File: config.mk
export PLATFORM = sky130hd
export DESIGN_NAME = clock_set_ctrl
export DESIGN_NICKNAME = d
export VERILOG_FILES = /design/src/rtl/clock_set_ctrl.sv
export SDC_FILE = /design/constraint.sdc
export NUM_CORES = 1
export LEC_CHECK = 0
export CAP_MARGIN = 20
export CORE_MARGIN = 2
export CORE_UTILIZATION = 42
export DETAILED_ROUTE_END_ITERATION = 10
export DONT_BUFFER_PORTS = 1
export PLACE_DENSITY = 0.67
export SYNTH_ARGS = -nofsm -noshare
export SYNTH_HDL_FRONTEND = slang
export SYNTH_SLANG_ARGS = --single-unit
File: constraint.sdc
create_clock -name clk -period 2.23 [get_ports clk]
set_clock_uncertainty 0.05 [all_clocks]
set_input_delay 0.669 -clock clk [delete_from_list [all_inputs] [get_ports clk]]
set_output_delay 0.669 -clock clk [all_outputs]
set_load 0.005 [all_outputs]
File: src/rtl/clock_set_ctrl.sv
// Set-mode controller for a 12-hour clock: seconds prescaler, button-driven
// hour/minute editing, and a valid/ready load of the edited time.
module clock_set_ctrl #(
  parameter int TICK_DIV = 50000000
) (
  input  logic       clk,
  input  logic       reset,
  input  logic       btn_mode,
  input  logic       btn_inc,
  input  logic [7:0] cur_hh,
  input  logic [7:0] cur_mm,
  input  logic       cur_pm,
  output logic       ena,
  output logic       ld_valid,
  output logic [7:0] ld_hh,
  output logic [7:0] ld_mm,
  output logic       ld_pm,
  input  logic       ld_ready,
  output logic [1:0] edit_sel
);

  typedef enum logic [1:0] {
    RUN    = 2'd0,
    SET_HH = 2'd1,
    SET_MM = 2'd2,
    COMMIT = 2'd3
  } state_t;

  localparam int             CW       = (TICK_DIV > 2) ? $clog2(TICK_DIV) : 1;
  localparam logic [CW-1:0]  CNT_LAST = CW'(TICK_DIV - 1);

  state_t        state, state_next;
  logic [CW-1:0] cnt;
  logic          mode_q, inc_q;
  logic          mode_edge, inc_edge;
  logic [7:0]    e_hh, e_mm, e_hh_next, e_mm_next;
  logic          e_pm, e_pm_next;

  function automatic logic hh_valid(input logic [7:0] h);
    return (h[7:4] == 4'd0 && h[3:0] != 4'd0 && h[3:0] <= 4'd9) ||
           h == 8'h10 || h == 8'h11 || h == 8'h12;
  endfunction

  function automatic logic mm_valid(input logic [7:0] m);
    return m[7:4] <= 4'd5 && m[3:0] <= 4'd9;
  endfunction

  function automatic logic [7:0] hh_step(input logic [7:0] h);
    if (h == 8'h12)       return 8'h01;
    if (h[3:0] == 4'd9)   return 8'h10;
    return h + 8'h01;
  endfunction

  function automatic logic [7:0] mm_step(input logic [7:0] m);
    if (m[3:0] != 4'd9)   return {m[7:4], m[3:0] + 4'd1};
    if (m[7:4] == 4'd5)   return 8'h00;
    return {m[7:4] + 4'd1, 4'd0};
  endfunction

  assign mode_edge = btn_mode & ~mode_q;
  assign inc_edge  = btn_inc  & ~inc_q;

  // NOTE: every always_comb output is given a default first so no path leaves it unassigned (no latch).
  always_comb begin
    state_next = state;
    e_hh_next  = e_hh;
    e_mm_next  = e_mm;
    e_pm_next  = e_pm;
    case (state)
      RUN: begin
        if (mode_edge) begin
          state_next = SET_HH;
          e_hh_next  = hh_valid(cur_hh) ? cur_hh : 8'h12;
          e_mm_next  = mm_valid(cur_mm) ? cur_mm : 8'h00;
          e_pm_next  = cur_pm;
        end
      end
      SET_HH: begin
        // A mode edge always beats a simultaneous inc edge.
        if (mode_edge) begin
          state_next = SET_MM;
        end else if (inc_edge) begin
          e_hh_next = hh_step(e_hh);
          if (e_hh == 8'h11) e_pm_next = ~e_pm;
        end
      end
      SET_MM: begin
        if (mode_edge)     state_next = COMMIT;
        else if (inc_edge) e_mm_next  = mm_step(e_mm);
      end
      COMMIT: begin
        if (ld_ready) state_next = RUN;
      end
      default: state_next = RUN;
    endcase
  end

  // NOTE: sequential state uses non-blocking assignments so every register samples pre-edge values.
  always_ff @(posedge clk) begin
    if (reset) begin
      state  <= RUN;
      cnt    <= '0;
      mode_q <= 1'b1;
      inc_q  <= 1'b1;
      e_hh   <= 8'h12;
      e_mm   <= 8'h00;
      e_pm   <= 1'b0;
    end else begin
      state  <= state_next;
      mode_q <= btn_mode;
      inc_q  <= btn_inc;
      e_hh   <= e_hh_next;
      e_mm   <= e_mm_next;
      e_pm   <= e_pm_next;
      // Prescaler only runs in RUN, so leaving COMMIT starts a full period.
      if (state == RUN && cnt != CNT_LAST) cnt <= cnt + CW'(1);
      else                                 cnt <= '0;
    end
  end

  assign ena      = (state == RUN) && (cnt == CNT_LAST);
  assign ld_valid = (state == COMMIT);
  assign ld_hh    = e_hh;
  assign ld_mm    = e_mm;
  assign ld_pm    = e_pm;
  assign edit_sel = state;

endmodule

=== Word-level counts from Yosys, hierarchy flattened ===
Index checks and enable logic that the tools add are counted.

* Flip-flop bits (word level): 47
* Bits of input ports: 22
* Output and inout bits: 21
* Logic and storage cells: 106

* $add $sub $neg: 4
* Order comparisons: 3
* Equality and inequality tests: 22
* Multiplexer cells: 46
* Bitwise operators: 6
* Reductions and logical operators: 18

{| class="wikitable"
|+ Operator list
! cell !! count
|-
| $mux 8 || 16
|-
| $eq 8x5->1 const B || 5
|-
| $pmux 8 s2 || 2
|-
| $add 26x1->26 const B || 1
|-
| $eq 26x26->1 const B || 1
|-
| $ne 26x26->1 const B || 1
|-
| $mux 1 || 22
|-
| $ne 2x2->1 const B || 8
|-
| $reduce_and 4->1 || 3
|-
| $add 4x1->4 const B || 2
|-
| $add 8x1->8 const B || 1
|-
| $le 4x4->1 const B || 2
|-
| $mux 2 || 4
|-
| $pmux 2 s4 || 1
|-
| $logic_and 1x1->1 || 5
|-
| $reduce_and 5->1 || 1
|-
| $eq 2x2->1 const B || 2
|-
| $eq 4x3->1 const B || 1
|-
| $eq 4x4->1 const B || 1
|-
| $le 4x3->1 const B || 1
|-
| $logic_not 4->1 || 1
|-
| $ne 4x4->1 const B || 1
|-
| $not 1->1 || 4
|-
| $reduce_bool 2->1 || 2
|-
| other kinds (8) || 11
|}

=== Longest topological paths before layout ===
Gate-level depths: netlist (run 1).

* Word-level depth: 14
* Depth in mapped cells: 8
* Depth with buffers taken out: 7

=== Worst setup path after synthesis (run 1) ===
No wires, ideal clock.

* Path type: register to output
* Start point: register cnt[0]
* End point: output port ena
* Arrival time: 1.177 ns
* Required time: 1.511 ns
* Path slack: 0.334 ns
* Cell stages (with the launch flop): 6
* Path buffers: 0
* Path through: dfxtp_1 -> ha_1 -> nand3_1 -> nor2_1 -> and4_1 -> and2_1

* Cells in the longest elaborated chain, start to end: 2

{| class="wikitable"
|+ Ends and longest elaborated chain
! element !! RTL line !! text
|-
| from (decl) || 33 || <nowiki>logic [CW-1:0] cnt;</nowiki>
|-
| from (signal assigned) || 116 || <nowiki>if (state == RUN && cnt != CNT_LAST) cnt <= cnt + CW'(1);</nowiki>
|-
| $eq 26x26->1 || 121 || <nowiki>assign ena = (state == RUN) && (cnt == CNT_LAST);</nowiki>
|-
| $logic_and 1x1->1 || 121 ||
|-
| to (decl) || 13 || <nowiki>output logic ena,</nowiki>
|}

Every way passes these cells.

=== Final worst setup path (run 1) ===
* Start point: register cnt[12]
* End point: output port ena

Same word-level chain as after synthesis.

==> run_results.csv, run 1 <==
group,metric,value,unit
run_status,outcome,"finished clean",
floorplanning,io_pins,43,
clock_tree,numCtsBuffers,5,
floorplanning,core,5991,um^2
pwr,finalPower,2.246,mW
layout,final_util,49.50,%
yosys,synth_largest_area_cell,"dfxtp_1",
critical_path,r2r_cells,8,
clock_tree,clock_sinks,47,
placed_design,gp_congestion,0.8758,
route,routed_wl,5887,um
clock_tree,cts_tree,"built",
critical_path,worst_ep_arrival_time,1490,ps
critical_path,r2r_setup_slack,200,ps
yosys,syn_inst,318,
clock_tree,clkLatencyLatePin,310,ps
critical_path,rr_startpoint,"edit_sel[0]",
layout,drive_gt1_share,15.32,%
critical_path,setup.worst_path.end,"ena",
placed_design,dpl.cell_count,399,
sta,rsz0062_at_grt,"true",
sta,hold_viol,0,
critical_path,crit_type,"reg -> out",
critical_path,crit_chain,"nand4_1 -> nor3_2 -> and4_1 -> and2_4",
route,via_per_inst,5.603,
critical_path,cp_slowest_cell,"dfxtp_1",
clock_tree,htreeDepth,2,
critical_path,required,1510,ps
yosys,ys_warn_count,0,
critical_path,r2r_end,"ld_hh[5]",
clock_tree,clk_pin_slew,90,ps
yosys,synth-edff-count,0,
floorplanning,die_y,83.06,um
sta,final.period_utilization,98.97,%
floorplanning,die_w,83.06,um
critical_path,worstSetupPathDepth,4,
yosys,syn_avg_cell_area,8.255,um^2
route,drt_iter0_drc,96,
pwr,power_density,757.6,nW/um^2
sta,fmax,453.1,MHz
run,drv_cap,0,
placed_design,place_area,2791,um^2
floorplanning,die-area,6898,um^2
floorplanning,start_util,43.82,%
route,ant_nets,0,
clock_tree,clock-root-buffer,"clkbuf_8",
critical_path,critPathLaunch,"cnt[12]",
critical_path,cp.buffers_inverters,0,
sta,setup_violations,0,
yosys,ys_seq_area_share,35.84,%
sta,fin_crit,2207,ps
pwr,ir_drop,0.0004537,V
critical_path,cpPeakStageDelay,390,ps
placed_design,placement.io_buffers,0,
clock_tree,hold_buffers,0,
critical_path,critPathCaptureType,"output port",
layout,final_cell_mix,"nor2_1 (43), dfxtp_1 (43), a21oi_1 (18), buf_4 (18), nand3_1 (17)",
global_routing,grt_usage,17.05,%
placed_design,hpwl,4319,um
layout,final_nets,361,
min_path,worst_hold_path_type,"in -> reg",
critical_path,startpoint_type,"register",
layout,num_antenna_cells,0,
global_routing,grt_pass1_vias,2167,
global_routing,antenna_found_initial,0,
global_routing,grt_pass1_wl,9908,um
layout,area_growth,12.96,%
yosys,syn_area,2625,um^2
floorplanning,row_count,28,
yosys,synthArstFlopShare,0,%
sta,slew_headroom,64.52,%
global_routing,grt_max_degree,21,
route,firstDrtPassIters,4,
yosys,ys_types,53,
yosys,synth_ff_type,"dfxtp_1",
sta,worstMarginPinSlew,525.3,ps
pwr,p_leak,1.043,nW
route,num_vias,2286,
route,wl_per_cell,14.43,um
sta,report.final.slew_viol_count,0,
critical_path,cpLargestDelayFamily,"simple AND/OR/NAND/NOR gates",
critical_path,cp_max_fo,4,
yosys,synth_fp_nets,347,
layout,stdcell_area,2965,um^2
yosys,synth_area_leaders,"dfxtp_1 (36%), nor2_1 (6.3%), xor2_1 (5.3%)",
yosys,ys_ff_latch,47,
yosys,synth_top_cell_area_share,35.84,%
layout,final_cells,408,
global_routing,gr-total-overflow,0,
clock_tree,ctsLongestPathBuffers,2,
route,post-route-drc-count,0,
[synthesized netlist by cell type (2+ instances only)]
library cell / n
inv_1: 16
xnor2_1: 10
ha_1: 7
and2_1: 3
nand3b_1: 2
nor3b_1: 2
mux2i_1: 2
a21o_1: 2
or3_1: 2
a211oi_1: 6
or2_2: 4
nand2b_1: 3
nor3_1: 8
buf_2: 5
nand4_1: 10
and4b_1: 2
o21ai_1: 10
nor2b_1: 9
xor2_1: 16
nand3_1: 18
o21a_1: 3
dfxtp_1: 47
a21oi_1: 18
nor3_2: 2
nor2_1: 44
o31ai_1: 4
a31oi_1: 3
and3_1: 8
nor4_1: 3
nand2_1: 14
o21ai_0: 3
clkbuf_1: 5
and4_1: 2
a2bb2oi_1: 3
nor4bb_1: 3
o22ai_1: 2
[stage by stage]
step | setup TNS [ps] | hold slack [ps] | setup WS [ps]
after global routing | -82.87 | 364.4 | -82.87
after detailed placement | 0 | 400.3 | 201.2
after floorplan | 0 | 379.5 | 334.4
after CTS | 0 | 368.2 | 3.732
final | 0 | 376.2 | 23.07
after global placement | 0 | 394.1 | 254.8
[routing by layer]
layer	track usage (%)	wire, um
met2	27.93	2762
met5	0	0
met1	21.67	2696
met3	5.467	344
met4	4.471	83
[kinds of logic after synthesis]
group / share of synthesized area, %
buffers and inverters: 4.385
AND/OR/NAND/NOR: 29.89
multiplexers: 0.7627
flip-flops: 35.84
adder cells (fa/ha/maj): 3.336
AO/OA/AOI/OAI: 17.11
XOR/XNOR: 8.675
[area by class of cell]
class | count | area [um^2]
Inverter | 16 | 60.06
Clock buffer | 6 | 82.58
Tap cell | 75 | 93.84
Clock inverter | 2 | 38.79
Fill cell | 574 | 3025
Multi-Input combinational cell | 244 | 1609
Timing Repair Buffer | 18 | 135.1
Sequential cell | 47 | 945.9
[flip-flops by register name, summed over array words and instances (netlist names)]
| name | count |
|---|---|
| cnt | 26 |
| ld_hh | 8 |
| ld_mm | 8 |
| edit_sel | 2 |
| inc_q | 1 |
| ld_pm | 1 |
| mode_q | 1 |
[worst min-delay path by stage]
stage	end	start	slack [ps]	depth (start not counted)
finish	ld_hh[3]	reset	380	1
global route	ld_hh[3]	reset	360	1
CTS	ld_pm	reset	370	1
detailed placement	cnt[0]	cnt[0]	400	1
global placement	cnt[0]	cnt[0]	390	1
floorplan	cnt[0]	cnt[0]	380	1
[power by group]
group | leakage (nW) | total (mW) | internal (mW) | switching (mW)
Clock | 0.0618 | 0.665 | 0.369 | 0.296
Combinational | 0.599 | 0.616 | 0.260 | 0.356
Sequential | 0.382 | 0.966 | 0.896 | 0.0693
Total | 1.04 | 2.25 | 1.53 | 0.721
[what timing repair did]
| item | 4_1_cts | 5_1_grt |
|---|---|---|
| gates resized for setup | 8 | 4 |
| hold endpoints to repair | 0 | 0 |
| setup buffers | 1 | 0 |
| pin swaps | 3 | 3 |
| cloned | 0 | 0 |
| setup endpoints to repair | 1 | 2 |
No activity file was read; power rests on OpenSTA's default activity.
==> inputs of run 2 (changes only) <==
CAP_MARGIN = unset   (was 20)
CTS_CLUSTER_DIAMETER = 120   (was unset)
==> results of run 2 <==
No change in the layout: final DEF, timing and power equal those of run 1.
==> inputs of run 3 (changes only) <==
SKIP_CTS_REPAIR_TIMING = 1   (was unset)
SLEW_MARGIN = 20   (was unset)
==> run_results.csv, run 3 (synthesis results as in run 1) <==
group,metric,value,unit
layout,stdcell_area,2972,um^2
clock_tree,htreeDepth,2,
sta,hold_viol,0,
global_routing,gr-total-overflow,0,
critical_path,cp_max_fo,4,
layout,area_growth,13.20,%
layout,final_cell_mix,"nor2_1 (43), dfxtp_1 (42), a21oi_1 (18), buf_4 (18), nand3_1 (17)",
critical_path,setup.worst_path.end,"ena",
route,via_per_inst,5.588,
route,top_layer_used,"met4",
sta,fin_crit,2207,ps
sta,final.setup.tns,0,ps
layout,layout_commonest_cell,"nor2_1",
sta,slew_headroom,64.32,%
pwr,cell_internal_pwr,1.526,mW
clock_tree,clk_pin_slew,90,ps
critical_path,worst_ep_arrival_time,1490,ps
floorplanning,core,5991,um^2
route,firstDrtPassIters,5,
placed_design,placement.io_buffers,0,
pwr,power_density,756.5,nW/um^2
sta,final.period_utilization,98.98,%
placed_design,gp_congestion,0.8758,
layout,top_register,"cnt",
critical_path,r2r_cells,8,
layout,drive_gt1_share,15.62,%
min_path,worst_hold_path_type,"in -> reg",
floorplanning,row_count,28,
route,num_vias,2280,
global_routing,grt_max_degree,21,
route,drt_iter0_drc,101,
global_routing,grt_usage,16.96,%
route,wl_met2,2718,um
sta,report.final.slew_viol_count,0,
critical_path,required,1510,ps
pwr,p_comb_share,27.5,%
sta,setup_violations,0,
layout,multiInputGateArea,1614,um^2
placed_design,place_area,2791,um^2
pwr,ir_drop,0.0004638,V
layout,num_antenna_cells,0,
placed_design,hpwl,4319,um
layout,largest_reg_flops,26,
critical_path,crit_type,"reg -> out",
pwr,p_sw_share,32.13,%
layout,seq_area,947.2,um^2
critical_path,cp_slowest_cell,"dfxtp_1",
pwr,p_leak,1.043,nW
clock_tree,clock-root-buffer,"clkbuf_8",
critical_path,r2r_setup_slack,200,ps
floorplanning,start_util,43.82,%
route,wl_per_cell,14.42,um
floorplanning,die-area,6898,um^2
global_routing,grt_pass1_vias,2149,
global_routing,grt_pass1_wl,9846,um
clock_tree,cts_tree,"built",
floorplanning,io_pins,43,
route,ant_nets,0,
pwr,power_frac_seq,42.9,%
layout,fill_cells,577,
critical_path,r2r_end,"ld_hh[5]",
floorplanning,die_w,83.06,um
critical_path,critPathCaptureType,"output port",
route,routed_wl,5885,um
clock_tree,numCtsBuffers,5,
clock_tree,ctsLongestPathBuffers,2,
critical_path,startpoint_type,"register",
pwr,clkPwrFrac,29.6,%
global_routing,antenna_found_initial,0,
run,drv_cap,0,
critical_path,crit_chain,"nand4_1 -> nor3_2 -> and4_1 -> and2_4",
sta,fmax,453.0,MHz
run_status,outcome,"finished clean",
layout,final_nets,361,
floorplanning,die_y,83.06,um
sta,rsz0062_at_grt,"true",
route,post-route-drc-count,0,
critical_path,critPathLaunch,"cnt[12]",
sta,worstMarginPinSlew,528.3,ps
critical_path,cpPeakStageDelay,390,ps
clock_tree,clkLatencyLatePin,310,ps
layout,final_util,49.60,%
critical_path,rr_startpoint,"edit_sel[0]",
route,wl_met3,339,um
route,met1_length,2742,um
pwr,p_sw,0.7223,mW
clock_tree,clock_sinks,47,
## run 3: cell counts in the layout (fill, tap and decap cells not counted)
Identical to the previous run, type by type.
## run 3: final cells by class
| class | count | area share, % |
|---|---|---|
| Clock inverter | 2 | 1.305 |
| Inverter | 16 | 2.021 |
| Multi-Input combinational cell | 244 | 54.32 |
| Sequential cell | 47 | 31.87 |
| Timing Repair Buffer | 18 | 4.547 |
| Tap cell | 75 | 3.158 |
| Clock buffer | 6 | 2.779 |
## run 3: worst min path at each step
stage | startpoint | endpoint | slack (ps) | cells past startpoint
floorplan | cnt[0] | cnt[0] | 380 | 1
global placement | cnt[0] | cnt[0] | 390 | 1
detailed placement | cnt[0] | cnt[0] | 400 | 1
CTS | reset | ld_pm | 370 | 1
global route | reset | ld_hh[3] | 360 | 1
finish | reset | edit_sel[1] | 370 | 1
## run 3: critical path, delay by kind of cell, from the launching register on
family           cells  cell delay [ps]
AND/OR/NAND/NOR      4              800
flip-flops           1              390
## run 3: routing by layer
| layer | track usage [%] | vias to the layer above |
|---|---|---|
| met2 | 27.57 | 42 |
| met3 | 5.467 | 12 |
| met5 | 0 | - |
| met4 | 4.471 | 0 |
| li1 | - | 1166 |
| met1 | 21.73 | 1060 |
## run 3: per-stage QoR
stage                     total power [mW]  hold slack [ps]  std cells  setup WS [ps]
after floorplan                      1.386            379.5        318          334.4
after global placement               1.560            394.1        399          254.8
after detailed placement             1.574            400.3        399          201.2
after CTS                            2.243            368.2        407         -141.0
after global routing                 2.386            364.4        408         -85.58
final                                2.248            374.6        408          22.70
## run 3: power by group through the flow
stage / combinational (mW) / sequential, mW / clock, mW
after detailed placement: 0.599 / 0.975 / 0
final: 0.617 / 0.965 / 0.666
after global routing: 0.694 / 0.976 / 0.716
after floorplan: 0.424 / 0.962 / 0
after CTS: 0.603 / 0.955 / 0.685
after global placement: 0.590 / 0.970 / 0
